[config.mk]
export PLATFORM = sky130hd
export DESIGN_NAME = wb_port_arbiter
export DESIGN_NICKNAME = d
export VERILOG_FILES = /design/src/rtl/wb_port_arbiter.sv
export SDC_FILE = /design/constraint.sdc
export NUM_CORES = 1
export LEC_CHECK = 0
export BUFFER_PORTS_ARGS = -buffer_cell sky130_fd_sc_hd__buf_2
export CAP_MARGIN = 10
export CORE_MARGIN = 1
export CORE_UTILIZATION = 40
export CTS_CLUSTER_DIAMETER = 40
export DETAILED_ROUTE_END_ITERATION = 12
export MAX_ROUTING_LAYER = met4
export PLACE_DENSITY = 0.71
export SYNTH_ARGS = -nofsm -noshare
export SYNTH_HDL_FRONTEND = slang
export SYNTH_SLANG_ARGS = --single-unit
[constraint.sdc]
create_clock -name i_clk -period 1.9 [get_ports i_clk]
set_clock_uncertainty 0.15 [all_clocks]
set_input_delay 0.38 -clock i_clk [delete_from_list [all_inputs] [get_ports i_clk]]
set_output_delay 0.38 -clock i_clk [all_outputs]
set_load 0.01 [all_outputs]
[src/rtl/wb_port_arbiter.sv]
// ---------------------------------------------------------------------------
// wb_port_arbiter
//
// Purpose:
//   Arbitrates the single register-file write port of the single-cycle core
//   between execute-stage results (ALU, PC+4, LUI immediate) and late load
//   responses from data memory.  At most one load is outstanding.  Execute
//   is stalled only when the port is taken by a load response, when a second
//   load is presented, or on a WAW hazard against the pending load's rd.
//   A load with no response for LD_TIMEOUT wait cycles is aborted and
//   reported with a one-cycle o_ld_err pulse.
//
// Parameters:
//   LD_TIMEOUT  wait cycles without a response before abort (>= 2)
//
// Ports:
//   i_clk            clock, all state on rising edge
//   i_rst            synchronous reset, active-high
//   i_ex_valid       execute-stage instruction present
//   o_ex_ready       execute request accepted this cycle (combinational)
//   i_ex_is_load     instruction is a load (writes later via load response)
//   i_ex_rd_select   00 ALU, 01 PC+4, 10 LUI, 11 ALU
//   i_ex_rd          destination register
//   i_ex_alu         ALU result
//   i_ex_pc          instruction PC
//   i_ex_lui_imm     LUI immediate, already shifted
//   i_ld_resp_valid  load data valid this cycle
//   i_ld_resp_data   load data
//   o_rf_we          register-file write enable (registered)
//   o_rf_waddr       register-file write address (registered)
//   o_rf_wdata       register-file write data (registered)
//   o_ld_pending     high while waiting for a load response
//   o_ld_err         one-cycle pulse on load timeout
//   o_stall_cnt      saturating count of stalled execute cycles
//                    (present only when WB_STATS_EN is defined)
//
// Build option:
//   WB_STATS_EN  adds o_stall_cnt and its counter
//
// FSM states:
//   state       | meaning
//   ST_IDLE     | no load outstanding, execute always accepted
//   ST_LD_WAIT  | one load outstanding, waiting for its response
// ---------------------------------------------------------------------------
module wb_port_arbiter #(
  parameter int LD_TIMEOUT = 16
) (
  input  logic        i_clk,
  input  logic        i_rst,
  input  logic        i_ex_valid,
  output logic        o_ex_ready,
  input  logic        i_ex_is_load,
  input  logic [1:0]  i_ex_rd_select,
  input  logic [4:0]  i_ex_rd,
  input  logic [31:0] i_ex_alu,
  input  logic [31:0] i_ex_pc,
  input  logic [31:0] i_ex_lui_imm,
  input  logic        i_ld_resp_valid,
  input  logic [31:0] i_ld_resp_data,
  output logic        o_rf_we,
  output logic [4:0]  o_rf_waddr,
  output logic [31:0] o_rf_wdata,
  output logic        o_ld_pending,
  output logic        o_ld_err
`ifdef WB_STATS_EN
  ,
  output logic [15:0] o_stall_cnt
`endif
);

  localparam int TW = (LD_TIMEOUT > 2) ? $clog2(LD_TIMEOUT) : 1;
  localparam logic [TW-1:0] TMR_LAST = TW'(LD_TIMEOUT - 1);

  typedef enum logic {
    ST_IDLE    = 1'b0,
    ST_LD_WAIT = 1'b1
  } state_t;

  state_t        r_state;
  logic [4:0]    r_pend_rd;
  logic [TW-1:0] r_timer;
  logic          r_rf_we;
  logic [4:0]    r_rf_waddr;
  logic [31:0]   r_rf_wdata;
  logic          r_ld_err;

  logic          w_waw;
  logic          w_ex_ready;
  logic          w_accept;
  logic [31:0]   w_ex_wdata;

  // WAW only matters for a real register; x0 loads never write anyway.
  assign w_waw = (i_ex_rd == r_pend_rd) && (i_ex_rd != 5'd0);

  always_comb begin
    w_ex_ready = 1'b1;
    if (r_state == ST_LD_WAIT) begin
      w_ex_ready = !(i_ld_resp_valid || i_ex_is_load || w_waw);
    end
  end

  assign w_accept = i_ex_valid && w_ex_ready;

  always_comb begin
    w_ex_wdata = i_ex_alu;
    case (i_ex_rd_select)
      2'b01:   w_ex_wdata = i_ex_pc + 32'd4;
      2'b10:   w_ex_wdata = i_ex_lui_imm;
      default: w_ex_wdata = i_ex_alu;
    endcase
  end

  always_ff @(posedge i_clk) begin
    if (i_rst) begin
      r_state    <= ST_IDLE;
      r_pend_rd  <= 5'd0;
      r_timer    <= '0;
      r_rf_we    <= 1'b0;
      r_rf_waddr <= 5'd0;
      r_rf_wdata <= 32'd0;
      r_ld_err   <= 1'b0;
    end else begin
      r_rf_we  <= 1'b0;
      r_ld_err <= 1'b0;
      case (r_state)
        ST_IDLE: begin
          // Responses seen here are stray or belong to an aborted load.
          if (w_accept) begin
            if (i_ex_is_load) begin
              r_pend_rd <= i_ex_rd;
              r_timer   <= '0;
              r_state   <= ST_LD_WAIT;
            end else if (i_ex_rd != 5'd0) begin
              r_rf_we    <= 1'b1;
              r_rf_waddr <= i_ex_rd;
              r_rf_wdata <= w_ex_wdata;
            end
          end
        end
        ST_LD_WAIT: begin
          if (i_ld_resp_valid) begin
            // Response owns the port; execute is held off by w_ex_ready.
            if (r_pend_rd != 5'd0) begin
              r_rf_we    <= 1'b1;
              r_rf_waddr <= r_pend_rd;
              r_rf_wdata <= i_ld_resp_data;
            end
            r_timer <= '0;
            r_state <= ST_IDLE;
          end else begin
            // Only non-loads can be accepted here.
            if (w_accept && (i_ex_rd != 5'd0)) begin
              r_rf_we    <= 1'b1;
              r_rf_waddr <= i_ex_rd;
              r_rf_wdata <= w_ex_wdata;
            end
            if (r_timer == TMR_LAST) begin
              // pend_rd is intentionally left as-is on abort.
              r_ld_err <= 1'b1;
              r_timer  <= '0;
              r_state  <= ST_IDLE;
            end else begin
              r_timer <= r_timer + TW'(1);
            end
          end
        end
        default: begin
          r_state <= ST_IDLE;
        end
      endcase
    end
  end

  assign o_ex_ready   = w_ex_ready;
  assign o_rf_we      = r_rf_we;
  assign o_rf_waddr   = r_rf_waddr;
  assign o_rf_wdata   = r_rf_wdata;
  assign o_ld_pending = (r_state == ST_LD_WAIT);
  assign o_ld_err     = r_ld_err;

`ifdef WB_STATS_EN
  logic [15:0] r_stall_cnt;

  always_ff @(posedge i_clk) begin
    if (i_rst) begin
      r_stall_cnt <= 16'd0;
    end else if (i_ex_valid && !w_ex_ready && (r_stall_cnt != 16'hFFFF)) begin
      r_stall_cnt <= r_stall_cnt + 16'd1;
    end
  end

  assign o_stall_cnt = r_stall_cnt;
`endif

endmodule

# After elaboration in Yosys (flattened, before gate mapping)
# Cells that the tools add are included.
# word_totals
out_inout_bits	41
n_memories	0
ff_bits	49
elab_cells	66
latchBits	0
romBits	0
mem_bits_rw	0
# op_classes
n_addsub	2
multipliers	0
n_shift	0
n_eq_ne	10
muxes	34
n_bitwise	1
n_lt_le_gt_ge	0
n_div	0
n_reduce_logical	12
# ops
op	count
$mux 32	6
$pmux 32 s2	2
$add 32x3->32 const B	1
$mux 5	6
$mux 4	4
$mux 1	12
$pmux 5 s2	1
$reduce_bool 5->1	2
$ne 2x2->1 const B	4
$pmux 4 s2	1
$ne 3x2->1 const B	2
$eq 5x5->1	1
$reduce_and 5->1	1
$add 4x1->4 const B	1
$eq 4x4->1 const B	1
$pmux 1 s2	2
$logic_and 1x1->1	3
$reduce_and 3->1	1
$reduce_or 3->1	1
$eq 2x1->1 const B	1
$eq 2x2->1 const B	1
$logic_or 1x1->1	2
$reduce_and 2->1	1
$logic_not 1->1	1
$not 1->1	1

# Depth between registers and ports, before layout
# logic_depth
word_depth	10
depth_mapped	10

# Least setup slack after synthesis
# Ideal clock, no wire load.
# synth_path
path_type	input-to-reg
startpoint	in i_ex_rd_select[0]
endpoint	reg r_rf_wdata[13] (netlist: o_rf_wdata[13])
path_slack_ns	-0.220
arrival_time_ns	1.879
stages	8
required_ns	1.659
cell_sequence	inv_1 -> ha_1 -> clkbuf_1 -> inv_1 -> clkbuf_1 -> clkbuf_1 -> o2111ai_1 -> a311oi_1
# synth_between
elab_chain_len	6
# synth_lines
element	line_no	source
start: declaration	53	input logic [1:0] i_ex_rd_select,
$eq 2x2->1 / $eq 2x1->1 (equally long branches)	106	case (i_ex_rd_select)
$pmux 32 s2 *	106	
$mux 32	133	end else if (i_ex_rd != 5'd0) begin
$mux 32	129	if (i_ex_is_load) begin
$mux 32	128	if (w_accept) begin
$pmux 32 s2 *	125	case (r_state)
end signal: assignment	136	r_rf_wdata <= w_ex_wdata;
end signal: assignment	146	r_rf_wdata <= i_ld_resp_data;
end signal: assignment	155	r_rf_wdata <= w_ex_wdata;
end: declaration	84	logic [31:0] r_rf_wdata;
# Mark *: on every way between the ends. The rest lies on a longest branch, timed or not. The select of a mux whose other input is x is not followed.
# A chain may end at the register's enable or synchronous reset.

# Worst setup path in the final report
# layout_path
startpoint	in i_ex_rd[3]
endpoint	out o_ex_ready
# layout_between
elab_chain_len	5
# layout_lines
element	line_no	source
start: declaration	54	input logic [4:0] i_ex_rd,
$eq 5x5->1 / $reduce_bool 5->1 (equally long branches)	93	assign w_waw = (i_ex_rd == r_pend_rd) && (i_ex_rd != 5'd0);
$logic_and 1x1->1 *	93	
$logic_or 1x1->1 *	98	w_ex_ready = !(i_ld_resp_valid || i_ex_is_load || w_waw);
$logic_not 1->1 *	98	
$mux 1 *	97	if (r_state == ST_LD_WAIT) begin
end: declaration	51	output logic o_ex_ready,
# Mark *: on every way between the ends. The rest lies on a longest branch, timed or not.

==> metrics <==
status=complete, but fails checks; failing checks=negative setup slack; crit path launch=i_ex_rd[3]; post-synthesis cell count=442; GP Congestion=0.939; Area Growth Syn to Fin=59.9%; largest net degree at the start of global routing=30; Avg WL per Cell=~18 um; clock share of power=between 20% and 30%; via count of the first global-routing pass=4414; clk buf depth=2; reg2reg end=o_rf_wdata[11]$_SDFFE_PP0P_; Core Area=around 0.0083 sq mm; Placed Cells=~770; Leak Pwr=roughly 2.6 nW; reg-to-reg slack, setup=-100 ps; worst skew pair latency=310 ps; Syn Std Cell Area=~0.0035 sq mm; most used cell along the critical path=nor2_2; ys flop type=dfxtp_1; Worst Setup EP=o_ex_ready; max incr delay on CP=550 ps; Int Power=around 2 mW; Slew HR=55.0%; # DRC=0; max-cap viol count=0; Power Density=about 550 mW/mm^2; Ports=~180; Reg2Reg Depth=6; Final WS setup=-152 ps; RSZ-0062 raised after global routing=true; CTS H-tree lvls=2; final-report setup violation count=37; Worst-Margin Slew=approximately 680 ps; CTS Buf Count=5; Layout Cells excl Fill=789; Final Net Count=roughly 830; crit-path max FO=2; CTS root buffer=clkbuf_8; CTS tree=yes; Peak VDD IR=approximately 0.38 mV; detailed-router iteration count before antenna repair=4; # clock sinks=slightly below 50; initial DRC count=229; adder-cell share of the synthesized area=under 10%; Post-Synth Simple-Gate Area=around 28%; first-pass GRT wire length=roughly 22 mm; Initial Utilization=42.0%; Mean Syn Cell Area=about 7.9 sq um; Net Sw Power=between 1 and 1.5 mW; share of cells above drive strength 1=roughly 50%; all-layer global routing usage=around a third; RR Startpoint=r_pend_rd[3]$_SDFFE_PP0P_; mux contribution to synthesized area=~1.4%; area fraction in compound gates after synthesis=around 27%; Net Sw Frac=35.6%; vias post-DR=4573; Pwr Total=about 3.1 mW; vias per inst=between 5 and 6; Post-synth EDFFs=0; critical path class=primary input to output port; Post-synth ARST share=0%; period utilization=108%; critical path arrival=1520 ps; slowest cell on the critical path=or4_4; sequential power share=37.8%; ant diodes=0; I/O Buffers=180; die height=around 96 um; synthesis-stage register bit count=49; worst min path class=primary input to register; Period minus WS final=around 2000 ps; Final HPWL DP=10.4 mm; Gate power share=between 40% and 50%; antenna-violating nets left=0; WL final=around 14 mm; Slew Limit Fails=0; Mapped Nets=just under 600; required time of the critical path=around 1400 ps; Post-Synth XOR/XNOR Area=around 7.5%; Cell Chain, Critical Path=buf_6 > or4_4 > nor2_2 > nor2_2 > o31ai_2 > buf_2; WHS=roughly 220 ps; grt ovf=0; largest family of logic cells by synthesized area=simple AND/OR/NAND/NOR gates; die width=95.6 um; Worst setup SP type=primary input; Reg clk slew, reported paths=approximately 100 ps; sequential share of the synthesized area=28.0%; Final Hold Violating Endpoints=0; initial antenna violation count=0; die area=just over 0.009 sq mm; CP endpoint kind=output port; Yosys warnings=0; row count=33; fmax=approximately 0.49 GHz; Yosys cell types=between 50 and 60
## cell usage in the layout (no fill, tap or decap), types with 7 or more instances in the layout
| cell | instances |
|---|---|
| dfxtp_1 | 45 |
| buf_4 | 70 |
| a21oi_1 | 16 |
| xnor2_1 | 16 |
| inv_1 | 7 |
| nor3_2 | 7 |
| o21ai_0 | 25 |
| nand3_1 | 10 |
| a221o_1 | 17 |
| nor2_1 | 60 |
| nor2_2 | 8 |
| a221oi_1 | 8 |
| a211oi_2 | 9 |
| nand3b_1 | 10 |
| buf_12 | 8 |
| nor3_1 | 14 |
| buf_2 | 178 |
| nand2_1 | 31 |
| nand4_1 | 7 |
| xor2_1 | 12 |
## synth_stat cells, types with 5 or more instances
master	n	area share [%]
nand2_1	34	3.6
clkbuf_1	18	1.9
o21ai_0	25	3.6
nand3b_1	10	2.1
o311a_1	5	1.4
mux2i_1	5	1.4
a21oi_1	21	3.0
nand3_1	10	1.4
a221oi_1	10	2.5
nor2_1	70	7.5
xor2_1	14	3.5
a221o_1	17	4.9
a211oi_1	13	2.8
o2111ai_1	8	2.0
nor3_1	18	2.6
inv_1	7	0.75
dfxtp_1	49	28
nand4_1	7	1.3
xnor2_1	16	4.0
a311oi_1	10	2.5
buf_6	5	1.6
buf_2	6	0.86
## how the worst min path moves through the flow
stage                                start                           to  slack (ps)  cells past startpoint
2_1_floorplan      r_timer[2]$_SDFFE_PP0P_      r_timer[2]$_SDFFE_PP0P_         310                      1
3_3_place_gp   o_rf_wdata[20]$_SDFFE_PP0P_  o_rf_wdata[20]$_SDFFE_PP0P_         310                      2
3_5_place_dp   o_rf_wdata[12]$_SDFFE_PP0P_  o_rf_wdata[12]$_SDFFE_PP0P_         300                      2
4_1_cts                  i_ld_resp_data[2]   o_rf_wdata[2]$_SDFFE_PP0P_         210                      3
5_1_grt                  i_ld_resp_data[2]   o_rf_wdata[2]$_SDFFE_PP0P_         220                      3
6_report                 i_ld_resp_data[1]   o_rf_wdata[1]$_SDFFE_PP0P_         220                      3
## metrics by stage
step	instance area, sq um	setup TNS (ps)	setup slack, ps	utilization [%]
4_1_cts	5530	-3450	-136	66.3
5_1_grt	5600	-4060	-191	67.1
2_1_floorplan	3540	-2710	-112	-
6_report	5600	-2150	-152	67.1
3_3_place_gp	5050	-8830	-280	60.6
3_5_place_dp	5050	-10500	-324	60.6
## power by group through the flow
stage	clock network [mW]	registers [mW]	logic, mW
final	0.674	1.17	1.25
after global routing	0.716	1.18	1.34
after CTS	0.681	1.16	1.22
after detailed placement	0	1.18	1.05
after global placement	0	1.18	1.03
after floorplan	0	1.22	0.486
## timing repair
item | in CTS | in global routing
buffers inserted | 3 | 4
hold endpoints to repair | 0 | 0
cloned | 6 | 0
pin swaps | 17 | 18
endpoints found under the setup margin | 35 | 39
hold buffers | 0 | 0
gates resized for setup | 43 | 30
## cell type report
class	count	area [sq um]
clock inverter	3	21.3
multi-input combinational	353	2590
fill	732	2740
tap	105	131
inverter	7	26.3
sequential	49	986
clock buffer	5	68.8
timing repair buffer	267	1770
## layer usage
layer / track usage [%] / wire, um / part of all wire [%]
met2: 56.6 / 7050 / 50
met5: - / 0 / 0
met1: 37.8 / 5800 / 42
met3: 3.51 / 853 / 6.1
met4: 7.71 / 256 / 1.8
## critical path: cells and delay by family
kind | cells | cell delay [ps]
and+or+nand+nor | 3 | 730
buffers and inverters | 2 | 250
AOI/OAI and AO/OA | 1 | 160
## flip-flops by register name, indices dropped and copies added (netlist names)
signal	flops
o_rf_wdata	32
r_timer	4
o_rf_waddr	5
o_rf_we	1
o_ld_pending	1
o_ld_err	1
r_pend_rd	5
## kinds of logic (layout without fill, tap and decap cells)
kind of cell / count (synthesis) / in the layout
AND/OR/NAND/NOR: 186 / 186
AO/OA/AOI/OAI: 128 / 128
flip-flops: 49 / 49
buffers and inverters: 40 / 282
XOR/XNOR: 30 / 30
multiplexers: 5 / 5
adder cells (fa/ha/maj): 4 / 4
(Power assumes the default switching activity.)
